### src/rtl/trap_ctrl_pkg.sv
// trap_ctrl_pkg: shared privilege codes, FSM states, interrupt cause codes and settle length.
package trap_ctrl_pkg;
    localparam logic [1:0] M_MODE = 2'b11;
    localparam logic [1:0] S_MODE = 2'b01;
    localparam logic [1:0] U_MODE = 2'b00;

    typedef enum logic [1:0] {
        ST_IDLE   = 2'd0,
        ST_REDIR  = 2'd1,
        ST_SETTLE = 2'd2
    } state_e;

    localparam logic [1:0] CAUSE_NONE = 2'd0;
    localparam logic [1:0] CAUSE_EXT  = 2'd1;
    localparam logic [1:0] CAUSE_SW   = 2'd2;
    localparam logic [1:0] CAUSE_TIM  = 2'd3;

    localparam logic [1:0] SETTLE_CYCLES = 2'd2;
endpackage

### src/rtl/trap_irq_prio.sv
// trap_irq_prio: masks interrupt sources with their enables and picks the winner.
// Inputs : irq_ext/irq_tim/irq_sw level sources, csr_rmie global enable,
//          csr_meie/csr_mtie/csr_msie per-source enables.
// Outputs: irq_pend (any enabled source), irq_cause (ext > sw > tim, 0 if none).
module trap_irq_prio
    import trap_ctrl_pkg::*;
(
    input  logic       irq_ext,
    input  logic       irq_tim,
    input  logic       irq_sw,
    input  logic       csr_rmie,
    input  logic       csr_meie,
    input  logic       csr_mtie,
    input  logic       csr_msie,
    output logic       irq_pend,
    output logic [1:0] irq_cause
);
    logic pend_ext, pend_tim, pend_sw;

    always_comb begin
        pend_ext  = irq_ext & csr_meie & csr_rmie;
        pend_tim  = irq_tim & csr_mtie & csr_rmie;
        pend_sw   = irq_sw  & csr_msie & csr_rmie;
        irq_pend  = pend_ext | pend_tim | pend_sw;
        irq_cause = pend_ext ? CAUSE_EXT : pend_sw ? CAUSE_SW : pend_tim ? CAUSE_TIM : CAUSE_NONE;
    end
endmodule

### src/rtl/trap_ctrl.sv
// trap_ctrl: M-mode trap/return sequencer; takes exceptions, ecall, mret and interrupts
// from EX, then redirects the PC and holds off new traps for a short settle window.
// Inputs : clk, rst_n (async, active-low), irq_* sources, csr_* enables,
//          illegal_ops_ex/cmd_ecall_ex/cmd_mret_ex commands, inst_valid_ex, stall,
//          csr_mtvec_ex/csr_mepc_ex target addresses.
// Outputs: g_interrupt/g_exception entry strobes, constant M-mode priv outputs,
//          irq_cause, flush_req, jump_req/jump_adr redirect, busy.
module trap_ctrl
    import trap_ctrl_pkg::*;
(
    input  logic        clk,
    input  logic        rst_n,
    input  logic        irq_ext,
    input  logic        irq_tim,
    input  logic        irq_sw,
    input  logic        csr_rmie,
    input  logic        csr_meie,
    input  logic        csr_mtie,
    input  logic        csr_msie,
    input  logic        illegal_ops_ex,
    input  logic        cmd_ecall_ex,
    input  logic        cmd_mret_ex,
    input  logic        inst_valid_ex,
    input  logic        stall,
    input  logic [31:2] csr_mtvec_ex,
    input  logic [31:2] csr_mepc_ex,
    output logic        g_interrupt,
    output logic        g_exception,
    output logic [1:0]  g_interrupt_priv,
    output logic [1:0]  g_current_priv,
    output logic [1:0]  irq_cause,
    output logic        flush_req,
    output logic        jump_req,
    output logic [31:2] jump_adr,
    output logic        busy
);
    state_e      state_q, state_d;
    logic [1:0]  cnt_q, cnt_d;
    logic [31:2] adr_q, adr_d;
    logic        irq_pend;
    logic [1:0]  prio_cause;
    logic        take;

    trap_irq_prio u_prio (
        .irq_ext   (irq_ext),
        .irq_tim   (irq_tim),
        .irq_sw    (irq_sw),
        .csr_rmie  (csr_rmie),
        .csr_meie  (csr_meie),
        .csr_mtie  (csr_mtie),
        .csr_msie  (csr_msie),
        .irq_pend  (irq_pend),
        .irq_cause (prio_cause)
    );

    assign g_interrupt_priv = M_MODE;
    assign g_current_priv   = M_MODE;
    assign jump_adr         = adr_q;
    assign busy             = state_q != ST_IDLE;
    // rst_n gates take so the Mealy strobes stay quiet while reset is held.
    assign take             = rst_n & (state_q == ST_IDLE) & ~stall & inst_valid_ex;

    always_comb begin
        state_d     = state_q;
        cnt_d       = cnt_q;
        adr_d       = adr_q;
        g_interrupt = 1'b0;
        g_exception = 1'b0;
        irq_cause   = CAUSE_NONE;
        flush_req   = 1'b0;
        jump_req    = 1'b0;
        case (state_q)
            ST_IDLE: begin
                if (take) begin
                    if (illegal_ops_ex) begin
                        g_exception = 1'b1;
                        adr_d       = csr_mtvec_ex;
                        state_d     = ST_REDIR;
                    end else if (cmd_ecall_ex) begin
                        adr_d   = csr_mtvec_ex;
                        state_d = ST_REDIR;
                    end else if (cmd_mret_ex) begin
                        adr_d   = csr_mepc_ex;
                        state_d = ST_REDIR;
                    end else if (irq_pend) begin
                        g_interrupt = 1'b1;
                        irq_cause   = prio_cause;
                        adr_d       = csr_mtvec_ex;
                        state_d     = ST_REDIR;
                    end
                end
            end
            ST_REDIR: begin
                flush_req = 1'b1;
                jump_req  = 1'b1;
                cnt_d     = SETTLE_CYCLES;
                state_d   = ST_SETTLE;
            end
            ST_SETTLE: begin
                // Leave once the count reaches zero, giving SETTLE_CYCLES masked cycles.
                cnt_d = cnt_q - 2'd1;
                if (cnt_d == 2'd0) state_d = ST_IDLE;
            end
            default: state_d = ST_IDLE;
        endcase
    end

    always_ff @(posedge clk or negedge rst_n) begin
        if (!rst_n) begin
            state_q <= ST_IDLE;
            cnt_q   <= 2'd0;
            adr_q   <= '0;
        end else begin
            state_q <= state_d;
            cnt_q   <= cnt_d;
            adr_q   <= adr_d;
        end
    end
endmodule
### config.mk
export PLATFORM = sky130hd
export DESIGN_NAME = trap_ctrl
export DESIGN_NICKNAME = d
export VERILOG_FILES = /design/src/rtl/trap_ctrl_pkg.sv /design/src/rtl/trap_irq_prio.sv /design/src/rtl/trap_ctrl.sv
export SDC_FILE = /design/constraint.sdc
export NUM_CORES = 1
export LEC_CHECK = 0
export BUFFER_PORTS_ARGS = -buffer_cell sky130_fd_sc_hd__clkbuf_2
export CORE_MARGIN = 8
export CORE_UTILIZATION = 37
export CTS_CLUSTER_DIAMETER = 200
export DETAILED_ROUTE_END_ITERATION = 10
export PLACE_DENSITY = 0.7
export SYNTH_ARGS = -nofsm -noshare
export SYNTH_HDL_FRONTEND = slang
export SYNTH_SLANG_ARGS = --single-unit
### constraint.sdc
create_clock -name clk -period 3 [get_ports clk]
set_clock_uncertainty 0.15 [all_clocks]
set_input_delay 0.45 -clock clk [delete_from_list [all_inputs] [get_ports clk]]
set_output_delay 0.45 -clock clk [all_outputs]
set_load 0.05 [all_outputs]
==> out/results.env, run 1 <==
POST_CTS_SETUP_BUFFERS=0
SYNTH.LARGEST_AREA_CELL='dfrtp_1'
HTREE_NUM_LEVELS=2
DR.PASS1.ITERS=4
LAYOUT.FILLER_CELLS=485
TOP_USAGE_LAYER='met2'
TIMING.REG2REG.SETUP_SLACK_NS=0.83
LIBRARY_CELL_WITH_THE_HIGHEST_INSTANCE_COUNT_AFTER_SYNTHESIS='a21oi_1'
HPWL_UM=4150
BUFFER_PORTS.INSERTED=110
REQUIRED_NS=2.40
SHARE_OF_THE_YOSYS_CHIP_AREA_BELONGING_TO_REGISTERS_PCT=44.8
SYNTH_FF_TYPE='dfrtp_1'
CLOCK_POWER_SHARE_PCT=14.2
DIE-HEIGHT_UM=87.7
CTS.HOLD.BUFFERS_ADDED=0
SYN-INSTANCE-COUNT=187
LAYOUTNONFILLERINSTCOUNT=365
INITIAL_UTILIZATION_PCT=37.7
TIMING.CRITICAL_PATH.FANOUT_MAX=36
CTS.SINK_COUNT=34
PLACED_CELLS=357
COMBPWRFRAC_PCT=56.7
MAX_VDD_DROP_mV=0.623
DRIVE_GT1_SHARE_PCT=43.1
SYN-MEAN-INSTANCE-AREA_UM2=10.2
WORSTSETUPENDPOINT='g_exception'
PLACE_WORST_SETUP_SLACK_NS=0.696
WORST-ENDPOINT-ARRIVAL_NS=1.99
TIMING.REG2REG.WORST_PATH_DEPTH=6
POST-ROUTE-PERIOD-UTIL_PCT=86.5
FIN_CRIT_NS=2.59
HIGHEST_CLOCK_RATE_MHz=385
END_OF_THE_WORST_REGISTER_TO_REGISTER_PATH='jump_adr[3]$_DFFE_PN0P_'
GRT_USE_MET3_PCT=5.07
CRIT-REG2REG-LAUNCH='state_q[1]$_DFFE_PN0P_'
FLOORPLAN.CORE_AREA_MM2=0.00504
FINAL-HOLD-VIOLATION-COUNT=0
SYNTH_TOP_AREA_SHARE_PCT=44.8
SYNTH_SEQ_CELLS=34
POWER_DENSITY_mW_PER_MM2=1060
DESIGN.DIE.AREA_MM2=0.00769
UTILIZATION_PCT=52.3
DRT_ITER0_MARKERS=49
GRT_SETUP_UNREPAIRED='no'
SYNTH-EDFF-COUNT=0
GR-USAGE-ALL-LAYERS_PCT=13.7
SW_FRAC_OF_TOTAL_PCT=52.9
YOSYS_WARNINGS=0
POST_CTS_RESIZED=0
GLOBAL_ROUTE_WIRE_LENGTH_BEFORE_REPAIR_UM=8400
FINALWEIGHTEDCONGESTION=0.773
WORST_SETUP_PATH_STARTPOINT='state_q[1]$_DFFE_PN0P_'
POST-ROUTE-CELL-AREA_MM2=0.00264
HOLD_PATH.CLASS='in2async'
SYNTHDISTINCTLIBCELLS=28
POST_SYNTH_MAIN_AREA_CONTRIBUTORS='dfrtp_1 45%, mux2i_1 17%, a21oi_1 16%, ha_1 3.3%, buf_2 2.6%'
TIMING.CRITICAL_PATH.SLOWEST_CELL_DELAY_NS=0.42
PLACEDINSTANCEAREA_MM2=0.00253
POST_ROUTE_WL_UM=5250
GRT_UTIL_MET1_PCT=14.4
GLOBAL_ROUTE.USAGE.MET2_PCT=24.7
GRT_ANTENNA_BEFORE_REPAIR=0
TOTAL_LEAKAGE_POWER_uW=0.00130
DRC=0
CRITICAL_PATH_BUF_INV_COUNT=3
SETUP.WORST_PATH.START_CLASS='flip-flop'
GLOBAL_ROUTE_OVERFLOW=0
WORST_SETUP_PATH_END_KIND='primary output'
GRT_START_MAX_NET_PINS=37
FINISH.NET_COUNT=373
POWER.SEQUENTIAL.FRACTION_PCT=29.1
GRT_PASS1_VIAS=1917
TIMING.CRITICAL_PATH.CELLS='inv_1 -> ha_1 -> and4b_1 -> buf_4 -> and2_1 -> buf_12'
NETLIST_TOP_CELLS_COUNT='62 x a21oi_1, 34 x dfrtp_1, 33 x mux2i_1'
FINAL-MAX-SLEW-VIOLATION-COUNT=0
ROUTE.VIAS.TOTAL=1745
DIE_X_UM=87.7
CTSLONGESTPATHBUFFERS=2
CLOCK_TREE_FROM_TRITONCTS='built'
FIN_TNS_SETUP_NS=0
CTS.REPORTEDPATHS.CLKPINSLEW_NS=0.06
DRV.MAX_CAP_VIOLATION_COUNT=0
NUMBER_OF_TOP_LEVEL_DESIGN_PORTS=115
SETUP_VIOLATION_TOTAL_IN_THE_FINAL_TIMING_REPORT=0
CLKLATENCYLATEPIN_NS=0.27
ANT_NETS=0
CELLINTERNALPOWER_uW=1310
OUTCOME='finished, final reports clean'
SYNTH-ASYNC-RESET-RATIO_PCT=100
WORST-PATH-STAGES=6
DRT-VIAS-PER-INSTANCE=4.78
CRIT_FAMILY='buffers and inverters'
NETLIST_AREA_MM2=0.00190
CRITICAL-PATH-SLOWEST-CELL='dfrtp_1'
AREA_GROWTH_PCT=38.8
NETSWITCHINGPOWER_uW=1480
ROWS=26
DIODES=0
CRITPATHKIND='reg2out'
AVGROUTEDWIREPERCELL_UM=14.4
FINAL.SETUP.WORST_SLACK_NS=0.405
CTS-BUFFERS-INSERTED=5
CLOCK-ROOT-BUFFER='clkbuf_8'
## routing by layer
metal  wire length, um  share of wire [%]  vias to the layer above
met2              2640                 50                       64
met1              2110                 40                      799
met3               456                8.7                        5
li1                  -                  -                      877
met5                 0                  0                        -
met4                42               0.80                        0
## cell families (layout without fill, tap and decap cells)
kind of cell	after synthesis	after routing	share of synthesized area, %
flops	34	34	44.8
fa+ha+maj	5	5	3.29
compound gates	68	68	19.6
mux	33	33	17.4
simple gates	22	22	7.24
buf+inv	24	129	7.57
other cells	1	4	0.197
## registers in the layout (all words and copies together), names as in the netlist
register  flops
jump_adr     30
cnt_q         2
state_q       2
## final cells by class
class | count | area [um2] | area share, %
clock buffers | 7 | 76.3 | 2.89
clock inverters | 1 | 30.0 | 1.14
inverters | 6 | 22.5 | 0.853
multi-input cells | 132 | 923 | 35.0
flip-flops and latches | 34 | 851 | 32.2
well taps | 70 | 87.6 | 3.32
repair buffers | 115 | 648 | 24.6
## worst register-to-register path, stage by stage (launching register included)
cell     delay [ns]
dfrtp_1        0.42
inv_1          0.12
ha_1           0.20
and4b_1        0.23
buf_4          0.35
and2_4         0.44
a21oi_1        0.15
## metrics by stage
step                hold slack (ns)  total power, uW
finish                       0.0758             2790
detailed placement            0.337             2410
floorplan                   0.00441             2020
global placement              0.319             2380
global route                  0.105             2960
CTS                          0.0860             2820
## worst min-delay path by stage
stage                          from                 endpoint  slack (ns)
2_1_floorplan                 rst_n     cnt_q[0]$_DFFE_PN0P_       0.004
6_report                      rst_n  jump_adr[9]$_DFFE_PN0P_        0.08
3_5_place_dp   cnt_q[0]$_DFFE_PN0P_     cnt_q[0]$_DFFE_PN0P_        0.34
4_1_cts                       rst_n  jump_adr[5]$_DFFE_PN0P_        0.09
3_3_place_gp   cnt_q[0]$_DFFE_PN0P_     cnt_q[0]$_DFFE_PN0P_        0.32
5_1_grt                       rst_n  jump_adr[9]$_DFFE_PN0P_        0.11
## layout by cell type, fill, tap and decap left out
cell type / count
conb_1: 4
buf_12: 4
nand4_1: 1
nand3_2: 1
buf_4: 5
o211ai_4: 1
nor3b_4: 1
clkbuf_8: 5
nor2_1: 3
a22oi_1: 1
mux2i_1: 33
bufinv_16: 1
and2_4: 1
inv_1: 5
nor3b_1: 1
and3_1: 2
and4b_1: 1
clkbuf_1: 2
inv_2: 1
a2111o_1: 2
clkbuf_2: 106
nor3_2: 1
dfrtp_1: 34
or2b_1: 1
nand2b_1: 1
and2_1: 1
nand2_1: 5
a21oi_1: 62
nand3_1: 2
ha_1: 5
o21ai_0: 2
## power by group through the flow
stage,logic [uW],clock network (uW),registers (uW)
3_3_place_gp,1570,0,806
5_1_grt,1690,431,839
6_report,1580,396,812
3_5_place_dp,1590,0,817
4_1_cts,1600,412,811
2_1_floorplan,488,0,1530
Note: power is estimated with default switching activity, not from simulation.
==> inputs of run 2 (changes only) <==
--- a/config.mk
+++ b/config.mk
@@ -11,6 +11,7 @@
 export CTS_CLUSTER_DIAMETER = 200
 export DETAILED_ROUTE_END_ITERATION = 10
 export PLACE_DENSITY = 0.7
+export REMOVE_ABC_BUFFERS = 1
 export SYNTH_ARGS = -nofsm -noshare
 export SYNTH_HDL_FRONTEND = slang
 export SYNTH_SLANG_ARGS = --single-unit
==> run 2 against run 1 <==
Hold slack got worse by 0.0054 ns. Combinational power about the same. Via count increased by 1.0%. Sequential power about the same. Fmax increased by 1.5%. Critical path type unchanged. Setup slack improved by 0.039 ns. Critical endpoint is now irq_cause[1]. Highest routed layer unchanged.
==> out/results.env, run 2 (synthesis results as in run 1) <==
MET2_WIRELENGTH_UM=2650  # +0.27%
GRT_SETUP_UNREPAIRED='no'
DR.PASS1.ITERS=4  # unchanged
MULTI_INPUT_AREA_UM2=923  # unchanged
DIODES=0  # unchanged
GLOBAL_ROUTE_WIRE_LENGTH_BEFORE_REPAIR_UM=8470  # +0.91%
HOLD_PATH.CLASS='in2async'
CLOCK_TREE_FROM_TRITONCTS='built'
SEQ_AREA_UM2=851  # unchanged
HTREE_NUM_LEVELS=2  # unchanged
POST_CTS_RESIZED=0  # unchanged
ROWS=26  # unchanged
FINAL-MAX-SLEW-VIOLATION-COUNT=0  # unchanged
FLOORPLAN.CORE_AREA_MM2=0.00504  # unchanged
POST_ROUTE_WL_UM=5340  # +1.6%
CLKLATENCYLATEPIN_NS=0.28  # about the same
TOTAL_LEAKAGE_POWER_uW=0.00129  # -0.67%
LARGEST_REGISTER_FF_COUNT=30  # unchanged
DRC=0  # unchanged
CRITPATHKIND='reg2out'
DRV.MAX_CAP_VIOLATION_COUNT=0  # unchanged
BUFFER_PORTS.INSERTED=110  # unchanged
WORST_SETUP_PATH_END_KIND='primary output'
SETUP_VIOLATION_TOTAL_IN_THE_FINAL_TIMING_REPORT=0  # unchanged
POWER_DENSITY_mW_PER_MM2=1050  # -0.77%
PLACED_CELLS=357  # unchanged
FIN_CRIT_NS=2.56  # -0.0394 ns
REQUIRED_NS=2.40  # about the same
MAXUSEDROUTINGLAYER='met4'
POST-ROUTE-PERIOD-UTIL_PCT=85.2  # -1.3 points
AREA_GROWTH_PCT=37.5
WORST-ENDPOINT-ARRIVAL_NS=1.96  # -0.03 ns
LAYOUTNONFILLERINSTCOUNT=365  # unchanged
MET3_LENGTH_UM=419  # -8.1%
FINAL-HOLD-VIOLATION-COUNT=0  # unchanged
DRIVE_GT1_SHARE_PCT=43.7  # +0.68 points
FINAL_CELL_MIX='107 x clkbuf_2, 62 x a21oi_1, 34 x dfrtp_1'
UTILIZATION_PCT=51.8  # -0.52 points
HPWL_UM=4120  # -0.67%
AVGROUTEDWIREPERCELL_UM=14.6  # +1.6%
CLOCK-ROOT-BUFFER='clkbuf_8'
OUTCOME='finished, final reports clean'
SETUP.WORST_PATH.START_CLASS='flip-flop'
TIMING.CRITICAL_PATH.FANOUT_MAX=4  # -89%
DIE-HEIGHT_UM=87.7  # unchanged
POST_CTS_SETUP_BUFFERS=0  # unchanged
GRT_ANTENNA_BEFORE_REPAIR=0  # unchanged
CTS-BUFFERS-INSERTED=5  # unchanged
TIMING_WORST_SLEW_PIN_VALUE_NS=0.577
GR-USAGE-ALL-LAYERS_PCT=14.0  # +0.26 points
SLEW_HEADROOM_PCT=61.4
CTSLONGESTPATHBUFFERS=2  # unchanged
CTS.REPORTEDPATHS.CLKPINSLEW_NS=0.07  # about the same
GLOBAL_ROUTE_OVERFLOW=0  # unchanged
FIN_TNS_SETUP_NS=0  # unchanged
NUMBER_OF_TOP_LEVEL_DESIGN_PORTS=115  # unchanged
DRT-VIAS-PER-INSTANCE=4.83  # +1.0%
DESIGN.DIE.AREA_MM2=0.00769  # unchanged
DRT_ITER0_MARKERS=84  # +71%
HIGHEST_CLOCK_RATE_MHz=391  # +1.5%
ANT_NETS=0  # unchanged
DRT-MET1-WL_UM=2210  # +4.4%
LAYOUT.FILLER_CELLS=475  # -2.1%
MAX_VDD_DROP_mV=0.606  # -2.8%
LAYOUT_COMMONEST_CELL='clkbuf_2'
DIE_X_UM=87.7  # unchanged
FINALWEIGHTEDCONGESTION=0.816  # +5.6%
GRT_PASS1_VIAS=1866  # -2.7%
CTS.SINK_COUNT=34  # unchanged
FINISH.NET_COUNT=373  # unchanged
INITIAL_UTILIZATION_PCT=37.7  # unchanged
ROUTE.VIAS.TOTAL=1763  # +1.0%
CTS.HOLD.BUFFERS_ADDED=0  # unchanged
GRT_START_MAX_NET_PINS=35  # -5.4%
-- run 2: changes by cell type in the layout (fill, tap and decap cells not counted), sizes merged --
cell      previous run  this run
buf                  9         8
bufinv               1         0
clkinv               0         1
clkinvlp             0         1
-- run 2: final cells by class --
type	instances	area share [%]
clock inverters	2	0.479
inverters	6	0.862
multi-input cells	132	35.3
clock buffers	6	3.16
well taps	70	3.35
flip-flops and latches	34	32.6
repair buffers	115	24.2
-- run 2: critical path, stage by stage, from the launching register on --
cell	delay, ns
dfrtp_1	0.42
inv_1	0.11
ha_1	0.21
and4b_1	0.27
nand2_1	0.10
nor3b_1	0.38
buf_12	0.19
-- run 2: metrics by stage --
| stage | total power, uW | instance area [um2] | worst slack [ns] | hold WS [ns] |
|---|---|---|---|---|
| after global routing | 2910 | 2610 | 0.311 | 0.101 |
| final | 2740 | 2610 | 0.445 | 0.0704 |
| after CTS | 2770 | 2610 | 0.425 | 0.0782 |
| after detailed placement | 2410 | 2520 | 0.757 | 0.332 |
| after global placement | 2380 | 2520 | 0.791 | 0.320 |
| after floorplan | 1990 | 1790 | -0.441 | 0.00441 |
-- run 2: per-layer routing --
metal | up-vias | global-route usage (%)
met5 | - | 0
met4 | 0 | 4.69
met3 | 6 | 4.60
met2 | 65 | 23.8
met1 | 823 | 16.1
li1 | 869 | -
-- run 2: report_power, final --
| part | switching (uW) | leakage (uW) | internal, uW |
|---|---|---|---|
| clock network | 169 | 0.0000472 | 184 |
| registers | 126 | 0.000386 | 686 |
| logic | 1200 | 0.000855 | 375 |
| total | 1490 | 0.00129 | 1250 |
-- run 2: path summary, 6_finish.rpt --
path	cells past startpoint	from	slack [ns]	endpoint
worst max register to register	8	state_q[0]$_DFFE_PN0P_	0.74	state_q[0]$_DFFE_PN0P_
worst max-delay path	6	state_q[0]$_DFFE_PN0P_	0.44	irq_cause[1]
worst min-delay path	2	rst_n	0.07	cnt_q[1]$_DFFE_PN0P_
min in group clk	3	csr_mtvec_ex[31]	0.31	jump_adr[31]$_DFFE_PN0P_
worst min register to register	1	cnt_q[0]$_DFFE_PN0P_	0.34	cnt_q[0]$_DFFE_PN0P_
max in group asynchronous	2	rst_n	2.31	jump_adr[11]$_DFFE_PN0P_
==> inputs of run 3 (changes only) <==
--- a/config.mk
+++ b/config.mk
@@ -5,12 +5,13 @@
 export SDC_FILE = /design/constraint.sdc
 export NUM_CORES = 1
 export LEC_CHECK = 0
-export BUFFER_PORTS_ARGS = -buffer_cell sky130_fd_sc_hd__clkbuf_2
 export CORE_MARGIN = 8
 export CORE_UTILIZATION = 37
 export CTS_CLUSTER_DIAMETER = 200
 export DETAILED_ROUTE_END_ITERATION = 10
-export PLACE_DENSITY = 0.7
+export DONT_BUFFER_PORTS = 1
+export GPL_TIMING_DRIVEN = 0
+export PLACE_DENSITY = 0.51
 export REMOVE_ABC_BUFFERS = 1
 export SYNTH_ARGS = -nofsm -noshare
 export SYNTH_HDL_FRONTEND = slang
==> constraint.sdc (replaced) <==
create_clock -name clk -period 2.5 [get_ports clk]
set_clock_uncertainty 0.15 [all_clocks]
set_input_delay 0.375 -clock clk [delete_from_list [all_inputs] [get_ports clk]]
set_output_delay 0.375 -clock clk [all_outputs]
set_load 0.05 [all_outputs]
==> run 3 against run 2 <==
Sequential share of layout area up 8.2 points. Utilization down 10 points. Flip-flop and latch count unchanged. Critical path depth fell by 1. Power grew 11%. Clock power grew 18%. Combinational power shrank 54%. Die area unchanged. Global-route usage up 0.34 points. Critical endpoint unchanged. Largest cell class unchanged.
==> out/results.env, run 3 (synthesis results as in run 1) <==
LARGEST_REGISTER_FF_COUNT=30  # unchanged
GR-USAGE-ALL-LAYERS_PCT=14.3  # +0.34 points
ANT_NETS=0  # unchanged
ROUTE.VIAS.TOTAL=1482  # -16%
REQUIRED_NS=1.98  # -0.42 ns
POST_ROUTE_WL_UM=5550  # +4.0%
CLKLATENCYLATEPIN_NS=0.28  # about the same
DIE_X_UM=87.7  # unchanged
PLACEDINSTANCEAREA_MM2=0.00190  # -24%
TOTAL_LEAKAGE_POWER_uW=0.000835  # -35%
HIGHEST_CLOCK_RATE_MHz=413
POWER_DENSITY_mW_PER_MM2=1450  # +39%
TIMING.CRITICAL_PATH.FANOUT_MAX=5  # +1
DR.PASS1.ITERS=5  # +1
FINISH.NET_COUNT=264  # -29%
CTS-BUFFERS-INSERTED=5  # unchanged
DESIGN.DIE.AREA_MM2=0.00769  # unchanged
CRITICAL-PATH-SLOWEST-CELL='nor3b_4'
FIN_TNS_SETUP_NS=0  # unchanged
TIMING.CRITICAL_PATH.SLOWEST_CELL_DELAY_NS=0.54  # +0.12 ns
GRT_PASS1_VIAS=1671  # -10%
CTS.SINK_COUNT=34  # unchanged
FINAL-MAX-SLEW-VIOLATION-COUNT=0  # unchanged
POWER_uW=3040  # +11%
WORST_SETUP_PATH_END_KIND='primary output'
GLOBAL_ROUTE_WIRE_LENGTH_BEFORE_REPAIR_UM=8440  # -0.41%
HPWL_UM=3760  # -8.7%
CLOCK_TREE_FROM_TRITONCTS='built'
GRT_ANTENNA_BEFORE_REPAIR=0  # unchanged
FINAL-HOLD-VIOLATION-COUNT=0  # unchanged
DRV.MAX_CAP_VIOLATION_COUNT=0  # unchanged
DIE-HEIGHT_UM=87.7  # unchanged
UTILIZATION_PCT=41.4  # -10 points
MAX_VDD_DROP_mV=0.596  # -1.6%
DIODES=0  # unchanged
WHS_PATH_DEPTH=2
HOLD_PATH.CLASS='in2reg'
TIMING.REG2REG.WORST_PATH_DEPTH=7  # -1
AREA_GROWTH_PCT=9.87
ROWS=26  # unchanged
DRC=0  # unchanged
SLEW_HEADROOM_PCT=30.2  # -31 points
FIN_CRIT_NS=2.42
GRT_START_MAX_NET_PINS=35  # unchanged
DRT-VIAS-PER-INSTANCE=5.79  # +20%
LAYOUT_COMMONEST_CELL='a21oi_1'
FINAL_CELL_MIX='60 x a21oi_1, 34 x dfrtp_1, 33 x mux2i_1'
GLOBAL_ROUTE_OVERFLOW=0  # unchanged
WORST-ENDPOINT-ARRIVAL_NS=1.90  # -0.06 ns
WORST-PATH-STAGES=5  # -1
OUTCOME='finished, final reports clean'
PLACE_WORST_SETUP_SLACK_NS=-1.11  # -1.86 ns
HTREE_NUM_LEVELS=2  # unchanged
CTS.REPORTEDPATHS.CLKPINSLEW_NS=0.07  # about the same
TIMING.CRITICAL_PATH.CELLS='inv_2 -> ha_4 -> and4b_4 -> nand2_2 -> nor3b_4'
AVGROUTEDWIREPERCELL_UM=21.7  # +48%
CRITPATHKIND='reg2out'
INITIAL_UTILIZATION_PCT=37.7  # unchanged
POST-ROUTE-PERIOD-UTIL_PCT=96.8
FINALWEIGHTEDCONGESTION=0.726  # -11%
DRT_ITER0_MARKERS=63  # -25%
BUFFER_PORTS.INSERTED=0  # -100%
CRITICAL_PATH_BUF_INV_COUNT=1  # -1
SETUP.WORST_PATH.START_CLASS='flip-flop'
FINAL.SETUP.WORST_SLACK_NS=0.0790  # -0.366 ns
GRT_SETUP_UNREPAIRED='no'
CRIT_FAMILY='simple AND/OR/NAND/NOR gates'
NUMBER_OF_TOP_LEVEL_DESIGN_PORTS=115  # unchanged
TIMING_WORST_SLEW_PIN_VALUE_NS=1.05  # +0.470 ns
CTSLONGESTPATHBUFFERS=2  # unchanged
POST-ROUTE-CELL-AREA_MM2=0.00209  # -20%
CLOCK-ROOT-BUFFER='clkbuf_8'
SETUP_VIOLATION_TOTAL_IN_THE_FINAL_TIMING_REPORT=0  # unchanged
FLOORPLAN.CORE_AREA_MM2=0.00504  # unchanged
DRIVE_GT1_SHARE_PCT=14.5  # -29 points
run 3: cell count changes in the layout (fill, tap and decap cells not counted), moves of 2 or more:
cell      before  now
clkbuf_2     107    0
buf_4          5    2
a21oi_1       62   60
a21oi_2        0    2
buf_12         3    1
inv_1          5    3
inv_2          1    3
run 3: what timing repair did:
item | CTS | global route
setup buffers | 2 | 0
pin swaps | 2 | 1
setup endpoints to repair | 36 | 3
gates cloned | 1 | 0
endpoints found under the hold margin | 34 | 0
hold buffers | 2 | 0
gates resized for setup | 9 | 1
run 3: layer usage:
| metal | vias to the layer above | share of wire [%] | track usage, % | wire (um) |
|---|---|---|---|---|
| met2 | 85 | 52 | 25.1 | 2900 |
| met5 | - | 0 | 0 | 0 |
| li1 | 663 | - | - | - |
| met3 | 19 | 10 | 6.29 | 578 |
| met1 | 715 | 34 | 13.8 | 1910 |
| met4 | 0 | 2.9 | 7.97 | 163 |
run 3: cell type report:
class / count / area (um2)
Fill cell: 491 / 2950
Multi-Input combinational cell: 133 / 972
Inverter: 6 / 22.5
Timing Repair Buffer: 5 / 60.1
Sequential cell: 34 / 851
Clock buffer: 6 / 82.6
Tap cell: 70 / 87.6
Clock inverter: 2 / 12.5
run 3: worst paths after layout:
kind / startpoint / end / slack, ns
max in group asynchronous: rst_n / jump_adr[19]$_DFFE_PN0P_ / 1.63
worst max-delay path: state_q[0]$_DFFE_PN0P_ / irq_cause[1] / 0.08
worst min register to register: cnt_q[0]$_DFFE_PN0P_ / cnt_q[0]$_DFFE_PN0P_ / 0.33
worst max register to register: state_q[0]$_DFFE_PN0P_ / jump_adr[27]$_DFFE_PN0P_ / 0.36
min in group asynchronous: rst_n / state_q[1]$_DFFE_PN0P_ / 0.40
worst min-delay path: csr_mtvec_ex[24] / jump_adr[24]$_DFFE_PN0P_ / 0.15
run 3: stage by stage:
stage	instances	hold WS [ns]
after floorplan	172	-0.0706
after global placement	242	-0.0694
after detailed placement	243	-0.0697
after CTS	256	0.145
after global routing	256	0.154
final	256	0.152
run 3: power by group:
part / switching, uW / internal (uW)
combinational: 450 / 271
sequential: 1090 / 806
clock: 198 / 221
total: 1740 / 1300
